--- src/rtl/ibex_if_id_queue.sv ---
// ============================================================================
// Module   : ibex_if_id_queue
// Brief    : IF->ID instruction queue holding decoded instructions and their
//            one-hot secure enables; flushed on pc_set.
// Revision : 1.0
// ============================================================================
`default_nettype none

module ibex_if_id_queue #(
    parameter int unsigned Depth    = 2,
    parameter int unsigned NumRegs  = 32,
    parameter int unsigned NumUnits = 4
) (
    input  logic                        clk_i,
    input  logic                        rst_ni,
    input  logic                        flush_i,

    input  logic                        in_valid_i,
    output logic                        in_ready_o,
    input  logic [31:0]                 in_instr_i,
    input  logic [15:0]                 in_instr_c_i,
    input  logic                        in_is_compr_i,
    input  logic                        in_illegal_c_i,
    input  logic                        in_err_i,
    input  logic                        in_err_plus2_i,
    input  logic [31:0]                 in_pc_i,
    input  logic [NumRegs-1:0]          in_rf_re_a_i,
    input  logic [NumRegs-1:0]          in_rf_re_b_i,
    input  logic [NumRegs-1:0]          in_rf_we_i,
    input  logic [NumUnits-1:0]         in_unit_en_i,

    output logic                        out_valid_o,
    input  logic                        out_ready_i,
    output logic                        out_new_o,
    output logic [31:0]                 out_instr_o,
    output logic [15:0]                 out_instr_c_o,
    output logic                        out_is_compr_o,
    output logic                        out_illegal_c_o,
    output logic                        out_err_o,
    output logic                        out_err_plus2_o,
    output logic [31:0]                 out_pc_o,
    output logic [NumRegs-1:0]          out_rf_re_a_o,
    output logic [NumRegs-1:0]          out_rf_re_b_o,
    output logic [NumRegs-1:0]          out_rf_we_o,
    output logic [NumUnits-1:0]         out_unit_en_o,

    output logic [$clog2(Depth+1)-1:0]  count_o
);

    localparam int unsigned CntW = $clog2(Depth + 1);
    localparam int unsigned PtrW = (Depth > 1) ? $clog2(Depth) : 1;

    localparam logic [CntW-1:0] c_DEPTH    = CntW'(Depth);
    localparam logic [PtrW-1:0] c_LAST_PTR = PtrW'(Depth - 1);

    typedef struct packed {
        logic [31:0]         instr;
        logic [15:0]         instr_c;
        logic                is_compr;
        logic                illegal_c;
        logic                err;
        logic                err_plus2;
        logic [31:0]         pc;
        logic [NumRegs-1:0]  rf_re_a;
        logic [NumRegs-1:0]  rf_re_b;
        logic [NumRegs-1:0]  rf_we;
        logic [NumUnits-1:0] unit_en;
    } entry_t;

    entry_t            r_mem [Depth];
    logic [PtrW-1:0]   r_wr_ptr;
    logic [PtrW-1:0]   r_rd_ptr;
    logic [CntW-1:0]   r_count;
    logic              r_new;

    logic              w_valid;
    logic              w_ready;
    logic              w_push;
    logic              w_pop;
    logic [CntW-1:0]   w_count_nxt;
    logic              w_new_nxt;
    entry_t            w_in_entry;
    entry_t            w_head;

    assign w_valid = (r_count != '0);
    assign w_ready = (r_count != c_DEPTH);
    assign w_push  = in_valid_i & w_ready & ~flush_i;
    assign w_pop   = w_valid & out_ready_i & ~flush_i;

    assign w_in_entry = '{
        instr:     in_instr_i,
        instr_c:   in_instr_c_i,
        is_compr:  in_is_compr_i,
        illegal_c: in_illegal_c_i,
        err:       in_err_i,
        err_plus2: in_err_plus2_i,
        pc:        in_pc_i,
        rf_re_a:   in_rf_re_a_i,
        rf_re_b:   in_rf_re_b_i,
        rf_we:     in_rf_we_i,
        unit_en:   in_unit_en_i
    };

    always_comb begin
        w_count_nxt = r_count;
        if (flush_i) begin
            w_count_nxt = '0;
        end else if (w_push && !w_pop) begin
            w_count_nxt = r_count + 1'b1;
        end else if (w_pop && !w_push) begin
            w_count_nxt = r_count - 1'b1;
        end
    end

    // A fresh head appears either when an empty queue takes a push or when a
    // pop leaves something behind (including a simultaneous push at count 1).
    assign w_new_nxt = ~flush_i & ((w_push & ~w_valid) | (w_pop & (w_count_nxt != '0)));

    always_ff @(posedge clk_i or negedge rst_ni) begin
        if (!rst_ni) begin
            r_wr_ptr <= '0;
            r_rd_ptr <= '0;
            r_count  <= '0;
            r_new    <= 1'b0;
        end else begin
            r_count <= w_count_nxt;
            r_new   <= w_new_nxt;
            if (flush_i) begin
                r_wr_ptr <= '0;
                r_rd_ptr <= '0;
            end else begin
                if (w_push) begin
                    r_wr_ptr <= (r_wr_ptr == c_LAST_PTR) ? '0 : r_wr_ptr + 1'b1;
                end
                if (w_pop) begin
                    r_rd_ptr <= (r_rd_ptr == c_LAST_PTR) ? '0 : r_rd_ptr + 1'b1;
                end
            end
        end
    end

    // Payload storage carries no reset; stale contents are hidden by the gating below.
    always_ff @(posedge clk_i) begin
        if (w_push) begin
            r_mem[r_wr_ptr] <= w_in_entry;
        end
    end

    assign w_head = w_valid ? r_mem[r_rd_ptr] : '0;

    assign in_ready_o      = w_ready;
    assign out_valid_o     = w_valid;
    assign out_new_o       = r_new;
    assign count_o         = r_count;
    assign out_instr_o     = w_head.instr;
    assign out_instr_c_o   = w_head.instr_c;
    assign out_is_compr_o  = w_head.is_compr;
    assign out_illegal_c_o = w_head.illegal_c;
    assign out_err_o       = w_head.err;
    assign out_err_plus2_o = w_head.err_plus2;
    assign out_pc_o        = w_head.pc;
    assign out_rf_re_a_o   = w_head.rf_re_a;
    assign out_rf_re_b_o   = w_head.rf_re_b;
    assign out_rf_we_o     = w_head.rf_we;
    assign out_unit_en_o   = w_head.unit_en;

    always_ff @(posedge clk_i) begin
        if (rst_ni) begin
            assert (r_count <= c_DEPTH)
                else $error("ibex_if_id_queue: occupancy above Depth");
            assert (!(w_push && (r_count == c_DEPTH)))
                else $error("ibex_if_id_queue: push while full");
            assert ($onehot0(out_rf_we_o))
                else $error("ibex_if_id_queue: write enable not one-hot");
            if (in_valid_i) begin
                assert (!$isunknown(w_in_entry))
                    else $error("ibex_if_id_queue: unknown input with in_valid_i");
            end
        end
    end

endmodule

`default_nettype wire

--- config.mk ---
export PLATFORM = sky130hd
export DESIGN_NAME = ibex_if_id_queue
export DESIGN_NICKNAME = d
export VERILOG_FILES = /design/src/rtl/ibex_if_id_queue.sv
export SDC_FILE = /design/constraint.sdc
export NUM_CORES = 1
export LEC_CHECK = 0
export CAP_MARGIN = 10
export CORE_MARGIN = 5
export CORE_UTILIZATION = 52
export CTS_CLUSTER_DIAMETER = 150
export CTS_CLUSTER_SIZE = 12
export DETAILED_ROUTE_END_ITERATION = 8
export HOLD_SLACK_MARGIN = 0.1
export PLACE_DENSITY_LB_ADDON = 0.2
export SYNTH_ARGS = -nofsm -noshare
export SYNTH_HDL_FRONTEND = slang
export SYNTH_SLANG_ARGS = --single-unit
--- constraint.sdc ---
create_clock -name clk_i -period 22.9 [get_ports clk_i]
set_input_delay 2.29 -clock clk_i [delete_from_list [all_inputs] [get_ports clk_i]]
set_output_delay 2.29 -clock clk_i [all_outputs]
set_load 0.05 [all_outputs]
==> reports/metrics.cfg, run 1 <==
[floorplan]
initial_core_util_pct = 52.9
die_x_um = 176
rows = 60
die_y_um = 176
io_pins = 378
core_area_um2 = 27000
dieArea_um2 = 30900

[clock_network]
cts_tree = built
cts_hold_buf = 0
clock-sinks = 373
clock_latency_ps = 490
cts_max_level = 2
cts_buffers = 37
cts.clk_slew.worst_paths_ps = 60
clockBufferDepth = 3
post_cts_resize_count = 0
clockRootBuffer = clkbuf_16
cts_setup_buffers = 0

[outcome]
status = complete, no violations

[setup_path]
rr_startpoint = count_o[0]
cp-start-kind = flop
cp.arrival_ps = 3980
reg2reg_depth = 6
crit_path_max_fanout = 65
required_ps = 20610
critPathCaptureType = output port
critPathKind = reg2out
worstReg2RegEnd = r_mem[1][181]
rrSetupSlack_ps = 19620

[sta]
skew_ps = 14.1
tightest_slew_ps = 1190
rsz0062_at_grt = no
final-hold-violation-count = 0
finalMaxSlewViolations = 0
maxSlewHeadroom_pct = 20.6
max_freq_mhz = 160
setup_viol = 0
fin_crit_ps = 6270
period_share_pct = 27.4
setup_tns_ps = 0

[route]
ant_nets = 0
num_vias = 8093
dr.pass1.iters = 5
drc = 0
detail_route.vias_per_cell = 5.21
drtIter0Drc = 504
drt_wl_total_mm = 32.6
wl_per_cell_um = 21.0

[power]
p_sw_w = 0.00102
p_sw_share_pct = 40.8
clkPwrFrac_pct = 21.0
share_seq_of_total_power_pct = 34.2
p_comb_share_pct = 44.9
ir_worst_vdd_mv = 0.104
internal-power_w = 0.00148
power_density_nw_per_um2 = 130
p_leak_nw = 6.31

[global_route]
grt.total_usage_pct = 20.3
antenna_found_initial = 5
grt_pass1_wl_mm = 48.3
overflow = 0
grt_pass1_vias = 8476
grt_max_degree = 82

[layout]
nNetsFinal = 1383
ff_latch_area_um2 = 11200
fin_area_um2 = 19200
area_delta_synth_final_pct = 34.4
drive_gt1_share_pct = 4.38
fill_cells = 1788
multi_input_area_um2 = 2720

[job]
drv_cap = 0

[hold_path]
hold_class = reg2reg
holdPathStages = 2
min_from = r_wr_ptr
holdPathEnd = r_wr_ptr

[placement]
post_dp_cell_area_um2 = 18200
gp_congestion = 0.753
hpwl_mm = 21.6
port_buffers = 377

[logic_synthesis]
netlist_instances = 810
syn-mean-instance-area_um2 = 17.6
syn_nets = 1001
ys_warn_count = 0
netlist_area_um2 = 14300
synth_cell_types = 27
ys_seq_area_share_pct = 78.2
synth_seq_cells = 373

==> final cells by class <==
cell class	count	area share (%)
Sequential cell	373	58.2
Timing Repair Buffer	386	20.0
Multi-Input combinational cell	389	14.2
Clock buffer	56	5.19
Tap cell	341	2.22
Inverter	5	0.0977
Clock inverter	1	0.0586
Antenna cell	3	0.0391
==> power by group through the flow <==
stage               sequential, W  clock [W]  combinational, W
CTS                      0.000854   0.000538           0.00113
floorplan                0.000873          0          0.000785
global placement         0.000865          0           0.00112
finish                   0.000853   0.000523           0.00112
global route             0.000859   0.000568           0.00117
detailed placement       0.000868          0           0.00113
==> critical path, cell delays in order, from the launching register on <==
cell             delay, ps
dfrtp_4               1130
buf_4                  990
mux2i_1                170
nor2_1                 190
clkdlybuf4s50_1        840
==> kinds of logic (layout without fill, tap and decap cells) <==
kind of cell               after synthesis  in the layout  synth area share (%)
other                                    0              3                     0
AOI/OAI and AO/OA                        6              6                 0.289
DFF                                    373            373                  78.2
buffers and inverters                   48            448                  2.86
adders and majority gates                2              2                 0.175
xor gates and xnor gates                 3              3                 0.184
muxes                                  186            186                  13.1
and+or+nand+nor                        192            192                  5.19
==> routing by layer <==
metal,GRT usage [%],part of all wire (%),wire [um]
met5,0,0.064,21
met4,6.30,2.7,896
met3,7.62,9.7,3170
met2,35.2,51,16500
met1,23.5,37,12100
==> placed cells by master (no fill, tap or decap), drive strengths merged <==
master           n
a221oi           1
clkbuf          56
nor2           187
mux2i          185
nand2b           1
and3b            1
edfxtp         368
o31ai            1
buf              9
nor2b            1
o21ai            1
xor2             1
diode            3
a211oi           2
inv              5
clkdlybuf4s50  377
and2             1
xnor2            2
dfrtp            5
mux2             1
clkinv           1
ha               2
a21oi            1
nor3             1
==> synthesized netlist by cell type <==
cell type / n / area (um2)
dfrtp_1: 5 / 125
ha_1: 2 / 25.0
buf_2: 4 / 20.0
xor2_1: 1 / 8.76
buf_1: 6 / 22.5
clkinv_1: 1 / 3.75
mux2i_1: 185 / 1850
o21ai_0: 1 / 5.00
buf_8: 16 / 240
o31ai_1: 1 / 7.51
inv_1: 4 / 15.0
nor3_1: 1 / 5.00
nand2b_1: 1 / 6.26
a21oi_1: 1 / 5.00
a221oi_1: 1 / 8.76
and2_1: 1 / 6.26
edfxtp_1: 368 / 11100
a211oi_1: 2 / 15.0
nor2_1: 187 / 702
buf_4: 5 / 37.5
buf_6: 1 / 11.3
buf_12: 1 / 20.0
nor2b_4: 1 / 13.8
clkbuf_1: 10 / 37.5
xnor2_1: 2 / 17.5
and3b_1: 1 / 8.76
mux2_4: 1 / 15.0
==> worst max path at each step <==
stage / startpoint / to / slack [ps] / cells past startpoint
after floorplan: flush_i / r_mem[0][0] / 7000 / 1
after global placement: r_rd_ptr / out_rf_re_a_o[8] / 17090 / 4
after detailed placement: r_rd_ptr / out_rf_re_a_o[8] / 17100 / 4
after CTS: r_rd_ptr / out_rf_re_a_o[8] / 16560 / 4
after global routing: r_rd_ptr / out_rf_re_a_o[8] / 16440 / 4
final: r_rd_ptr / out_rf_re_b_o[3] / 16630 / 4
==> per-stage QoR <==
step | power (W) | worst slack [ps] | instances | util [%] | hold slack (ps)
global route | 0.00260 | 16440 | 1554 | 71.1 | 641
CTS | 0.00252 | 16560 | 1551 | 71.0 | 598
finish | 0.00250 | 16630 | 1554 | 71.1 | 594
global placement | 0.00199 | 17090 | 1494 | 67.3 | 561
detailed placement | 0.00199 | 17100 | 1494 | 67.3 | 585
floorplan | 0.00166 | 7000 | 810 | - | 519
==> sequential cells by signal (all words and copies together), names as in the netlist <==
signal / count
count_o: 2
out_new_o: 1
r_mem: 368
r_rd_ptr: 1
r_wr_ptr: 1
Note: power is estimated with default switching activity, not from simulation.
==> run 2, diff against run 1 <==
--- a/config.mk
+++ b/config.mk
@@ -7,7 +7,7 @@
 export LEC_CHECK = 0
 export CAP_MARGIN = 10
 export CORE_MARGIN = 5
-export CORE_UTILIZATION = 52
+export CORE_UTILIZATION = 44
 export CTS_CLUSTER_DIAMETER = 150
 export CTS_CLUSTER_SIZE = 12
 export DETAILED_ROUTE_END_ITERATION = 8
==> constraint.sdc (replaced) <==
create_clock -name clk_i -period 5.15 [get_ports clk_i]
set_input_delay 0.515 -clock clk_i [delete_from_list [all_inputs] [get_ports clk_i]]
set_output_delay 0.515 -clock clk_i [all_outputs]
set_load 0.05 [all_outputs]
==> reports/metrics.cfg, run 2 (same netlist as run 1, synthesis figures left out) <==
[outcome]
status = complete, no violations  ; unchanged

[global_route]
use_met2_pct = 28.1  ; was 35.2%
busiest_layer = met2  ; unchanged
grt_pass1_wl_mm = 47.6  ; was 48.3 mm
antenna_found_initial = 8  ; was 5
overflow = 0  ; unchanged
grt_max_degree = 101  ; was 82
grt.total_usage_pct = 17.0  ; was 20.3%
grt_util_met3_pct = 7.41  ; was 7.62%
use_met1_pct = 20.5  ; was 23.5%
grt_pass1_vias = 8366  ; was 8,476

[setup_path]
cp-start-kind = flop  ; unchanged
critPathKind = reg2out  ; unchanged
cp_top_family = buffers and inverters  ; unchanged
cp_num_buf_inv = 3  ; was 2
cp.depth = 5  ; was 4
reg2reg_depth = 6  ; unchanged
required_ps = 4640  ; was 20,610 ps
critPathCaptureType = output port  ; unchanged
cp.arrival_ps = 3220  ; was 3980 ps
worstPathCellList = inv_2 -> ha_4 -> buf_12 -> nor2_1 -> clkdlybuf4s50_1  ; was buf_4 -> mux2i_1 -> nor2_1 -> clkdlybuf4s50_1
slowest_stage = clkdlybuf4s50_1  ; was dfrtp_4
cpPeakStageDelay_ps = 740  ; was 1130 ps
crit_path_max_fanout = 82  ; was 65

[clock_network]
cts_hold_buf = 0  ; unchanged
cts_setup_buffers = 0  ; unchanged
cts.clk_slew.worst_paths_ps = 60  ; about the same
cts_tree = built  ; unchanged
clockRootBuffer = clkbuf_16  ; unchanged
post_cts_resize_count = 0  ; unchanged
cts_max_level = 2  ; unchanged
clockBufferDepth = 3  ; unchanged
clock_latency_ps = 520  ; was 490 ps
cts_buffers = 37  ; unchanged
clock-sinks = 373  ; unchanged

[placement]
gp_congestion = 0.785  ; was 0.753
dp_slack_ps = 1970  ; was 17,100 ps
hpwl_mm = 21.2  ; was 21.6 mm
port_buffers = 377  ; unchanged
dp.cells = 1598  ; was 1,494

[layout]
layout.cells.non_filler = 1650  ; was 1,554
fill_cells = 2404  ; was 1,788
final_common_cell = clkdlybuf4s50_1  ; unchanged
drive_gt1_share_pct = 5.32  ; was 4.38%
ff_latch_area_um2 = 11200  ; about the same
area_delta_synth_final_pct = 36.4  ; was 34.4%
nNetsFinal = 1386  ; was 1,383
layout_common_cells = clkdlybuf4s50_1, edfxtp_1, nor2_1  ; unchanged
largest_reg_flops = 368  ; unchanged
top_register = r_mem  ; unchanged
multi_input_area_um2 = 2750  ; was 2720 um2

[floorplan]
initial_core_util_pct = 44.2  ; was 52.9%
dieArea_um2 = 36200  ; was 30,900 um2
core_area_um2 = 32300  ; was 27,000 um2
die_y_um = 190  ; was 176 um
io_pins = 378  ; unchanged
die_x_um = 190  ; was 176 um
rows = 66  ; was 60

[sta]
setup_viol = 0  ; unchanged
fin_ws_ps = 1420  ; was 16,630 ps
final-hold-violation-count = 0  ; unchanged
tightest_slew_ps = 1070  ; was 1190 ps
skew_ps = 15.8  ; was 14.1 ps
maxSlewHeadroom_pct = 28.5  ; was 20.6%
setup_tns_ps = 0  ; unchanged
finalMaxSlewViolations = 0  ; unchanged
rsz0062_at_grt = no  ; unchanged
period_share_pct = 72.5
fin_crit_ps = 3730
max_freq_mhz = 268

[route]
detail_route.vias_per_cell = 4.85  ; was 5.21
wl_per_cell_um = 19.5  ; was 21.0 um
drt_wl_total_mm = 32.2  ; was 32.6 mm
dr.pass1.iters = 5  ; unchanged
drc = 0  ; unchanged
drtIter0Drc = 407  ; was 504
num_vias = 7996  ; was 8,093
ant_nets = 0  ; unchanged

[power]
power_density_nw_per_um2 = 574  ; was 130 nW/um2
p_leak_nw = 6.37  ; was 6.31 nW
ir_worst_vdd_mv = 0.488  ; was 0.104 mV

[hold_path]
hold_class = in2async  ; was reg2reg

[job]
drv_cap = 0  ; unchanged

==> run 2: changes by cell type in the layout (fill, tap and decap cells not counted), moves of 2 or more <==
cell,delta
buf_12,+7
buf_4,-4
clkbuf_1,-12
clkbuf_16,+2
dfrtp_1,-2
dfrtp_2,+2
==> run 2: worst reg2reg max path: cells and delay by family (launching register included) <==
| kind | cells | cell delay [ps] |
|---|---|---|
| flops | 1 | 410 |
| simple gates | 3 | 1170 |
| fa+ha+maj | 1 | 170 |
| buf+inv | 2 | 530 |
==> run 2: path summary, 6_finish.rpt <==
path,from,endpoint,slack (ps)
min in group clk_i,in_instr_i[6],r_mem[0][158],570
worst min register to register,r_wr_ptr,r_wr_ptr,620
max in group asynchronous,rst_ni,r_rd_ptr,4690
worst max-delay path,count_o[0],out_rf_re_a_o[13],1420
worst max register to register,count_o[0],r_mem[1][116],2520
worst min-delay path,rst_ni,r_wr_ptr,230
==> run 2: power breakdown <==
part | internal, W | total, W | switching, W
logic | 0.00164 | 0.00503 | 0.00340
registers | 0.00364 | 0.00376 | 0.000123
clock network | 0.00136 | 0.00239 | 0.00103
total | 0.00663 | 0.0112 | 0.00455
==> run 2: cell type report <==
| type | count | area share, % |
|---|---|---|
| antenna | 4 | 0.0514 |
| multi-input combinational | 389 | 14.1 |
| timing repair buffer | 389 | 20.3 |
| inverter | 5 | 0.0963 |
| clock buffer | 46 | 5.14 |
| tap | 442 | 2.84 |
| clock inverter | 2 | 0.103 |
| sequential | 373 | 57.4 |
==> run 2: per-layer routing <==
layer  vias up  wire (um)
li1       3773          -
met1      3877      12700
met2       283      15600
met3        55       3230
met4         8        666
met5         -         53
==> run 2: stage by stage <==
step / utilization [%] / area [um2] / hold slack [ps] / power [W]
2_1_floorplan: - / 14300 / 219 / 0.00732
3_3_place_gp: 57.1 / 18500 / 598 / 0.00889
3_5_place_dp: 57.1 / 18500 / 616 / 0.00890
4_1_cts: 60.3 / 19500 / 202 / 0.0113
5_1_grt: 60.3 / 19500 / 228 / 0.0116
6_report: 60.3 / 19500 / 227 / 0.0112
